$ cat config.mk
export PLATFORM = sky130hd
export DESIGN_NAME = reg_bus_arbiter
export DESIGN_NICKNAME = d
export VERILOG_FILES = /design/src/rtl/reg_bus_arbiter.sv
export SDC_FILE = /design/constraint.sdc
export NUM_CORES = 1
export LEC_CHECK = 0
export ABC_AREA = 1
export CAP_MARGIN = 20
export CORE_ASPECT_RATIO = 1.1
export CORE_MARGIN = 4
export CORE_UTILIZATION = 30
export DETAILED_ROUTE_END_ITERATION = 7
export PLACE_DENSITY = 0.63
export SETUP_SLACK_MARGIN = 0.4
export SKIP_CTS_REPAIR_TIMING = 1
export SLEW_MARGIN = 20
export SYNTH_ARGS = -nofsm -noshare
export SYNTH_HDL_FRONTEND = slang
export SYNTH_SLANG_ARGS = --single-unit
export TNS_END_PERCENT = 30
$ cat constraint.sdc
create_clock -name Clk -period 2.8 [get_ports Clk]
set_input_delay 0.7 -clock Clk [delete_from_list [all_inputs] [get_ports Clk]]
set_output_delay 0.7 -clock Clk [all_outputs]
set_load 0.01 [all_outputs]
$ cat src/rtl/reg_bus_arbiter.sv
// Round-robin arbiter granting NREQ requesters a shared register bus.
// Each transaction runs IDLE -> SETUP -> EXEC; all outputs are registered.
module reg_bus_arbiter #(
  parameter int WIDTH = 8,
  parameter int NREQ  = 4,
  parameter int SELW  = 3
) (
  input  logic                    Clk,
  input  logic                    rstN,
  input  logic [NREQ-1:0]         req,
  input  logic [NREQ-1:0]         op,
  input  logic [NREQ*SELW-1:0]    sel,
  input  logic [NREQ*WIDTH-1:0]   data,
  output logic [NREQ-1:0]         ack,
  output logic [NREQ-1:0]         grant,
  output logic [WIDTH-1:0]        BusOut,
  output logic [(2**SELW)-1:0]    WEN,
  output logic [(2**SELW)-1:0]    INC,
  output logic                    busy
);

  localparam int NREG = 2 ** SELW;
  localparam int PW   = (NREQ > 1) ? $clog2(NREQ) : 1;

  typedef enum logic [1:0] {
    IDLE  = 2'd0,
    SETUP = 2'd1,
    EXEC  = 2'd2
  } state_t;

  state_t            state;
  logic [PW-1:0]     ptr;
  logic [PW-1:0]     win;
  logic              cop;
  logic [SELW-1:0]   csel;

  logic              hit;
  logic [PW-1:0]     win_n;
  logic [PW:0]       idx;
  logic [NREQ-1:0]   nxt_oh;
  logic [NREQ-1:0]   win_oh;
  logic [NREG-1:0]   sel_oh;

  // Scan from the far end back so the last hit is the first after ptr.
  always_comb begin
    hit   = 1'b0;
    win_n = '0;
    idx   = '0;
    for (int k = NREQ - 1; k >= 0; k--) begin
      idx = {1'b0, ptr} + (PW+1)'(k);
      if (idx >= (PW+1)'(NREQ))
        idx = idx - (PW+1)'(NREQ);
      if (req[idx[PW-1:0]]) begin
        hit   = 1'b1;
        win_n = idx[PW-1:0];
      end
    end
  end

  always_comb begin
    nxt_oh         = '0;
    nxt_oh[win_n]  = 1'b1;
    win_oh         = '0;
    win_oh[win]    = 1'b1;
    sel_oh         = '0;
    sel_oh[csel]   = 1'b1;
  end

  always_ff @(posedge Clk or negedge rstN) begin
    if (!rstN) begin
      state  <= IDLE;
      ptr    <= '0;
      win    <= '0;
      cop    <= 1'b0;
      csel   <= '0;
      ack    <= '0;
      grant  <= '0;
      BusOut <= '0;
      WEN    <= '0;
      INC    <= '0;
      busy   <= 1'b0;
    end else begin
      unique case (state)
        IDLE: begin
          if (hit) begin
            state  <= SETUP;
            win    <= win_n;
            cop    <= op[win_n];
            csel   <= sel[int'(win_n)*SELW +: SELW];
            grant  <= nxt_oh;
            BusOut <= op[win_n] ? '0
                    : data[int'(win_n)*WIDTH +: WIDTH];
            busy   <= 1'b1;
          end
        end
        SETUP: begin
          state <= EXEC;
          ack   <= win_oh;
          if (cop)
            INC <= sel_oh;
          else
            WEN <= sel_oh;
        end
        EXEC: begin
          state  <= IDLE;
          ptr    <= (win == PW'(NREQ-1)) ? '0 : win + 1'b1;
          ack    <= '0;
          grant  <= '0;
          BusOut <= '0;
          WEN    <= '0;
          INC    <= '0;
          busy   <= 1'b0;
        end
        default: state <= IDLE;
      endcase
    end
  end

endmodule

== Word-level counts from Yosys, hierarchy flattened ==
Cells that the tools add are included.
Cells by class
  add/subtract/negate cells: 8
  multiply operators: 1
  order comparisons: 14
  equal/unequal tests: 6
  shifts and indexed selects: 2
  mux-type cells: 43
  reduce and logical (&&, ||, !) cells: 10
Operators with widths (count)
  8-bit one-hot mux with 2 select lines: 3
  8-bit two-way mux: 4
  32-bit by 6-bit variable part select with 8-bit output: 1
  2-bit two-way mux: 10
  2-bit by 3-bit < comparator with 1-bit output, second input constant: 6
  4-bit one-hot mux with 2 select lines: 2
  1-bit two-way mux: 13
  12-bit by 5-bit variable part select with 3-bit output: 1
  1-bit binary-select mux with 2-bit select: 5
  3-bit >= comparator, second input constant: 3
  2-bit AND reduction: 4
  2-bit by 1-bit subtractor with 2-bit output, second input constant: 4
  2-bit by 2-bit adder with 3-bit output, second input constant: 2
  2-bit != test, second input constant: 3
  1-bit demux with 2-bit select: 2
  2-bit == test, second input constant: 2
  2-bit by 1-bit >= comparator with 1-bit output, second input constant: 2
  3-bit by 4-bit < comparator with 1-bit output, second input constant: 1
  2-bit by 2-bit multiplier with 4-bit output, second input constant: 1
  4-bit two-way mux: 1
  2-bit one-hot mux with 2 select lines: 1
  2-bit nonzero test: 2
  2-bit by 1-bit adder with 3-bit output, second input constant: 1
  1-bit demux with 3-bit select: 1
  other kinds (7): 9
Storage, ports and cells
  register bits after elaboration: 43
  input port bits: 54
  logic and storage cells: 95

== Depth between registers and ports, before layout ==
Gate-level depths: netlist (run 1).
  word-level depth: 15
  mapped depth: 16
  mapped depth without buffers: 15

== Worst setup path after synthesis (run 1) ==
OpenSTA, ideal clock, no wires.
  path type: input-to-reg
  start: input req[1]
  end: register BusOut[6]
  arrival time: 1.743 ns
  slack: 0.940 ns
  cell stages on the path: 14
  path through: inv_1 > nand2_1 > nand3_2 > nand2_1 > nand3_2 > nand2_2 > nand2_4 > clkbuf_4 > nand3_1 > nand2_1 > nand2_1 > nand2_1 > nand3_1 > nand2_1
Between the ends
  word-level cells in the longest chain between the ends: 11
Ends and longest elaborated chain
  start: declaration: RTL line 10  | input logic [NREQ-1:0] req,
  branches (longest 11 deep; another with 32-bit by 6-bit variable part select with 8-bit output)
  end signal: assignment: RTL line 91  | BusOut <= op[win_n] ? '0
  end: declaration: RTL line 16  | output logic [WIDTH-1:0] BusOut,
Parallel ways; which one is timed is not known. The select of a mux whose other input is x is not followed.
A chain may end at the register's enable or synchronous reset.

== Worst setup path in the final report (run 1) ==
  start: input req[1]
  end: register csel[1]
Between the ends
  word-level cells in the longest chain between the ends: 8
Ends and longest elaborated chain
  1-bit binary-select mux with 2-bit select: RTL line 53  | if (req[idx[PW-1:0]]) begin
  1-bit two-way mux (implied by the code): RTL line 53
  2-bit two-way mux (4 in a row): RTL line 53
  2-bit by 2-bit multiplier with 4-bit output: RTL line 89  | csel <= sel[int'(win_n)*SELW +: SELW];
  12-bit by 5-bit variable part select with 3-bit output: RTL line 89
  end signal: assignment: RTL line 89
  end: declaration: RTL line 35  | logic [SELW-1:0] csel;
Several ways; a longest one is shown, not always the timed one. The select of a mux whose other input is x is not followed.

==> flow_summary_export.csv, run 1 <==
group,metric,value,unit
sta,period_needed,2250,ps
synth,syn_avg_cell_area,8.04,sq um
global_route,grt_max_degree,28,
route,wl,6680,microns
power,swShare,46.3,%
global_route,grt_usage,12.8,%
route,vias,2365,
clock_tree,numCtsBuffers,5,
sta,min_period_over_period,80.2,%
route,via_per_inst,4.40,
sta,hold_viol,0,
global_route,antenna_found_initial,0,
placement,gp_congestion,0.829,
worst_setup_path,cp_slowest_cell,"clkdlybuf4s50_1",
global_route,grt_pass1_wl,10900,microns
worst_setup_path,endpoint_kind,"flip-flop",
clock_tree,cts_sinks,43,
synth,yosysTopAreaCellShare,40.5,%
synth,synth_area,2650,sq um
power,p_leak,1.89,nW
clock_tree,clk_latency,290,ps
route,drtAntennaViolNets,0,
job,maxCapViolCount,0,
synth,synthCells,330,
power,power_frac_comb,66.4,%
route,drc,0,
placement,port_buffers,86,
synth,synth-async-reset-ratio,100,%
global_route,grt_pass1_vias,2394,
die,die-area,10400,sq um
global_route,grt-ovfl-total,0,
die,core,8500,sq um
power,switching_power,2.20,mW
clock_tree,cts_tree,"done",
synth,synth-seq-area-share,40.5,%
final_layout,drive_gt1_share,17.6,%
power,p_int,2.56,mW
die,die-width,97.7,microns
worst_setup_path,crit_arrival,2430,ps
synth,synth-main-ff-cell,"dfrtp_1",
power,p_seq_share,21.8,%
synth,synth_area_leaders,"dfrtp_1, nand2_1, nand3_1",
clock_tree,cts.htree.levels,2,
power,power.total,4.76,mW
sta,relSlewSlack,47.2,%
clock_tree,clk_pin_slew,80,ps
synth,synth_top_cell_by_area,"dfrtp_1",
route,first_iter_violations,84,
sta,finalClockSkew,6.20,ps
sta,finalSetupViolCount,0,
worst_setup_path,crit_buf_inv,3,
clock_tree,clock_tree.buffer_depth,2,
die,std_cell_rows,35,
synth,synth_edf_count,0,
power,power_density,1250,nW/um^2
sta,tns,0,ps
route,first_pass_iters,4,
sta,rsz0062_at_grt,"false",
power,p_clk_share,11.8,%
route,wl_per_cell,12.4,microns
final_layout,multi_input_area,1410,sq um
outcome,status,"finished, final reports clean",
power,ir_drop,0.480,mV
worst_setup_path,critPathMaxFanout,9,
die,start_util,31.2,%
sta,drv_slew,0,
placement,dpl.hpwl,5220,microns
synth,ys_seq_elements,43,
synth,synth_fp_nets,392,
worst_setup_path,cp.required,2990,ps
final_layout,regArea,1080,sq um
final_layout,fillers,851,
sta,max_freq,445,MHz
die,dieHeight,107,microns
worst_setup_path,start_kind,"input port",
final_layout,area_growth,43.8,%
die,io-pin-count,87,
final_layout,final_nets,487,
worst_setup_path,critical-path-top-delay-family,"simple AND/OR/NAND/NOR gates",
sta,worstMarginPinSlew,787,ps
synth,ys_warn_count,0,
synth,ys_top_cells_by_count,"nand2_1, dfrtp_1, nand3_1, inv_1, nand2_2",
min_path,hold_class,"input port to asynchronous set/reset pin",
worst_setup_path,path_cells,"clkdlybuf4s50_1, inv_1, nand2_1, nand3_2, nand2_1, nand3_2, nand2_2, nand2_4, nand2_8, inv_2, nand3_1, nand3_1, o21a_1",
synth,synth_most_common_cell,"nand2_1",
worst_setup_path,critPathKind,"input port to flip-flop",
final_layout,diodes,0,
worst_setup_path,slowest_delay,490,ps
synth,yosysUniqueCellTypes,31,
clock_tree,cts_root_buffer,"clkbuf_8",
[power by group through the flow]
stage	sequential [mW]	combinational (mW)	clock [mW]
after floorplan	1.08	2.16	0
after global placement	1.05	2.96	0
after detailed placement	1.05	3.02	0
after CTS	1.04	3.02	0.581
after global routing	1.07	3.58	0.607
final	1.04	3.16	0.560
[metrics by stage]
stage	utilization, %	hold slack, ps	instances	setup WS [ps]	instance area (sq um)
after floorplan	-	404	330	940	2650
after global placement	42.6	466	524	176	3620
after detailed placement	42.6	471	524	155	3620
after CTS	44.2	396	532	465	3750
after global routing	44.9	422	537	426	3820
final	44.9	391	537	553	3820
[final cells by class]
| type | count | area share (%) |
|---|---|---|
| tap | 111 | 3.64 |
| clock buffer | 6 | 1.90 |
| clock inverter | 2 | 1.57 |
| timing repair buffer | 96 | 24.9 |
| multi-input combinational | 252 | 37.0 |
| sequential | 43 | 28.2 |
| inverter | 27 | 2.85 |
[worst paths after layout]
path                            from        end  cells after the start  slack [ps]
min in group Clk           BusOut[2]  BusOut[2]                      2         500
max in group asynchronous       rstN   state[1]                      2        1740
hold / removal                  rstN     INC[0]                      1         390
hold reg to reg            BusOut[2]  BusOut[2]                      2         500
setup reg to reg            state[0]     WEN[0]                      5         800
setup / recovery              req[1]    csel[1]                     13         550
[layout by cell type, fill, tap and decap left out, types with 2 or more instances in the layout]
cell type	Yosys	layout
buf_4	1	8
bufinv_16	0	2
clkbuf_8	0	5
clkdlybuf4s50_1	0	84
dfrtp_1	43	43
ha_1	8	8
inv_1	20	20
inv_2	6	6
mux2_2	16	16
nand2_1	125	125
nand2_2	19	19
nand2_4	3	5
nand3_1	38	38
nand3_2	4	4
nand4_1	2	2
nor2_1	10	10
o21a_1	2	2
o21ai_0	8	8
o21ai_1	3	3
o31ai_1	4	4
[routing by layer]
| metal | global-route usage (%) | vias up | wire length (microns) | share of wire, % |
|---|---|---|---|---|
| met1 | 14.8 | 1042 | 2840 | 43 |
| met2 | 22.4 | 65 | 3280 | 49 |
| li1 | - | 1249 | - | - |
| met3 | 3.38 | 9 | 433 | 6.5 |
| met4 | 5.04 | 0 | 124 | 1.9 |
| met5 | 0 | - | 0 | 0 |
[sequential cells by signal, indices dropped and copies added (netlist names)]
signal,flops
grant,4
win,2
cop,1
INC,8
busy,1
ptr,2
state,2
ack,4
csel,3
BusOut,8
WEN,8
[worst reg2reg max path: stages, from the launching register on]
cell,delay [ps]
dfrtp_1,390
inv_1,140
ha_1,390
nand2_1,120
o21ai_1,440
mux2_2,420
[cell families after synthesis]
group           after synthesis  share of synthesized area (%)
compound gates               19                           4.62
fa+ha+maj                     8                           3.77
simple gates                207                           37.1
buf+inv                      37                           7.17
mux                          16                           6.79
flops                        43                           40.5
Power figures use the tool's default switching activity.
==> inputs of run 2 (changes only) <==
--- a/config.mk
+++ b/config.mk
@@ -11,7 +11,7 @@
 export CORE_MARGIN = 4
 export CORE_UTILIZATION = 30
 export DETAILED_ROUTE_END_ITERATION = 7
-export PLACE_DENSITY = 0.63
+export PLACE_DENSITY = 0.65
 export SETUP_SLACK_MARGIN = 0.4
 export SKIP_CTS_REPAIR_TIMING = 1
 export SLEW_MARGIN = 20
==> constraint.sdc (replaced) <==
create_clock -name Clk -period 1.9 [get_ports Clk]
set_input_delay 0.475 -clock Clk [delete_from_list [all_inputs] [get_ports Clk]]
set_output_delay 0.475 -clock Clk [all_outputs]
set_load 0.01 [all_outputs]
==> run 2 against run 1 <==
The flow now finishes with violations (setup timing). Global-route usage grew 0.38 points. Power grew 73%. Flip-flop and latch count is the same. Clock power grew 1%. Clock skew shrank 1.2 ps. Worst hold slack lost 220 ps. Die area is the same. Highest routed layer unchanged.
==> flow_summary_export.csv, run 2 (same netlist as run 1, synthesis figures left out) <==
group,metric,value,unit
final_layout,reg_top3,"BusOut (8), INC (8), WEN (8)",
final_layout,area_growth,64.8,%
outcome,status,"finished with violations",
outcome,violations,"setup timing",
worst_setup_path,crit_buf_inv,3,
placement,port_buffers,86,
worst_setup_path,start_kind,"flip-flop",
final_layout,mostFrequentLayoutCells,"nand2_1, clkdlybuf4s50_1, dfrtp_1",
global_route,grt_pass1_wl,11400,microns
clock_tree,clock_tree.buffer_depth,2,
power,p_leak,2.62,nW
clock_tree,cts_root_buffer,"clkbuf_8",
worst_setup_path,reg2reg_depth,13,
worst_setup_path,critPathKind,"flip-flop to flip-flop",
global_route,antenna_found_initial,0,
die,start_util,31.2,%
worst_setup_path,r2r_slack,-10,ps
sta,min_period_over_period,101,%
sta,relSlewSlack,62.4,%
clock_tree,cts_tree,"done",
final_layout,drive_gt1_share,30.6,%
final_layout,diodes,0,
job,maxCapViolCount,0,
worst_setup_path,cp_slowest_cell,"dfrtp_2",
die,die-area,10400,sq um
final_layout,final_common_cell,"nand2_1",
route,via_per_inst,4.50,
placement,gp_congestion,0.853,
sta,worstMarginPinSlew,564,ps
clock_tree,cts.htree.levels,2,
sta,rsz0062_at_grt,"true",
sta,period_needed,1910,ps
die,dieHeight,107,microns
sta,hold_slack,169,ps
route,drc,0,
sta,drv_slew,0,
global_route,grt_usage,13.1,%
global_route,grt_pass1_vias,2467,
worst_setup_path,crit_arrival,2100,ps
sta,hold_viol,0,
route,vias,2543,
clock_tree,numCtsBuffers,5,
worst_setup_path,cp.required,2090,ps
worst_setup_path,r2r_end,"csel[1]",
clock_tree,clk_latency,290,ps
sta,max_freq,524,MHz
worst_setup_path,path_cells,"inv_8, nand2_4, nand2_4, nand3_4, nand3_4, nand2_4, nand2_8, nand2_8, buf_6, buf_6, nand3_2, nand3_2, o21a_1",
worst_setup_path,cpMostUsedCell,"nand2_4",
sta,tns,-9.92,ps
clock_tree,clk_pin_slew,80,ps
worst_setup_path,timing.rr.start,"ptr[0]",
route,first_pass_iters,6,
die,std_cell_rows,35,
worst_setup_path,slowest_delay,500,ps
sta,finalClockSkew,4.96,ps
power,ir_drop,0.976,mV
clock_tree,cts_sinks,43,
route,wl,7390,microns
final_layout,final_nets,515,
die,core,8500,sq um
placement,dpl.hpwl,5350,microns
worst_setup_path,critPathMaxFanout,8,
die,die-width,97.7,microns
sta,finalSetupViolCount,1,
route,drtAntennaViolNets,0,
worst_setup_path,critical-path-top-delay-family,"simple AND/OR/NAND/NOR gates",
route,wl_per_cell,13.1,microns
power,power_density,1880,nW/um^2
worst_setup_path,endpoint_kind,"flip-flop",
min_path,hold_class,"input port to asynchronous set/reset pin",
die,io-pin-count,87,
route,first_iter_violations,88,
global_route,grt-ovfl-total,0,
sta,finalWorstSetupSlack,-9.92,ps
global_route,grt_max_degree,24,
run 2: changes by cell type in the layout (fill, tap and decap cells not counted), moves of 9 or more:
| cell | delta |
|---|---|
| nand3_1 | -11 |
| buf_4 | +17 |
| buf_6 | +9 |
| clkdlybuf4s50_1 | -36 |
| dlymetal6s2s_1 | +36 |
| nand2_1 | -12 |
run 2: area by class of cell:
type	instances	area, sq um
repair buffers	124	1310
clock inverters	2	12.5
multi-input cells	251	1630
inverters	27	120
well taps	111	139
repair inverters	1	7.51
clock buffers	6	72.6
fillers	788	4120
flip-flops and latches	43	1080
run 2: routing by layer:
metal  wire [microns]  up-vias  GRT usage (%)  share of wire, %
li1                 -     1303              -                 -
met1             3130     1153           16.1                42
met2             3780       80           23.0                51
met3              405        7           3.38               5.5
met4               76        0           3.26               1.0
met5                0        -              0                 0
run 2: how the worst max path moves through the flow:
stage / startpoint / endpoint / slack, ps / cells past startpoint
after floorplan: ptr[0] / BusOut[4] / 230 / 16
after global placement: req[3] / csel[1] / -430 / 13
after detailed placement: req[3] / csel[1] / -470 / 13
after CTS: req[3] / csel[1] / -160 / 13
after global routing: ptr[0] / BusOut[0] / -120 / 16
final: ptr[0] / csel[1] / -10 / 13
run 2: report_power, final:
| part | switching, mW | total (mW) | internal (mW) |
|---|---|---|---|
| Combinational | 3.33 | 6.13 | 2.80 |
| Clock | 0.309 | 0.566 | 0.257 |
| Sequential | 0.256 | 1.54 | 1.28 |
| Total | 3.89 | 8.23 | 4.34 |
run 2: worst register-to-register path, cell delays in order, from the launching register on:
cell and delay (ps):
dfrtp_2 500, inv_8 130, nand2_4 70, nand2_4 80, nand3_4 70, nand3_4 110, nand2_4 70, nand2_8 90
nand2_8 90, buf_6 150, buf_6 120, nand3_2 50, nand3_2 90, o21a_1 190
run 2: per-stage QoR:
| stage | total power [mW] | instance area, sq um | setup WS (ps) | util (%) | instances |
|---|---|---|---|---|---|
| finish | 8.23 | 4370 | -9.92 | 51.5 | 565 |
| global route | 9.00 | 4370 | -115 | 51.5 | 565 |
| CTS | 7.17 | 3900 | -161 | 45.9 | 552 |
| detailed placement | 6.58 | 3820 | -469 | 44.9 | 544 |
| global placement | 6.49 | 3820 | -428 | 44.9 | 544 |
| floorplan | 4.79 | 2670 | 229 | - | 330 |
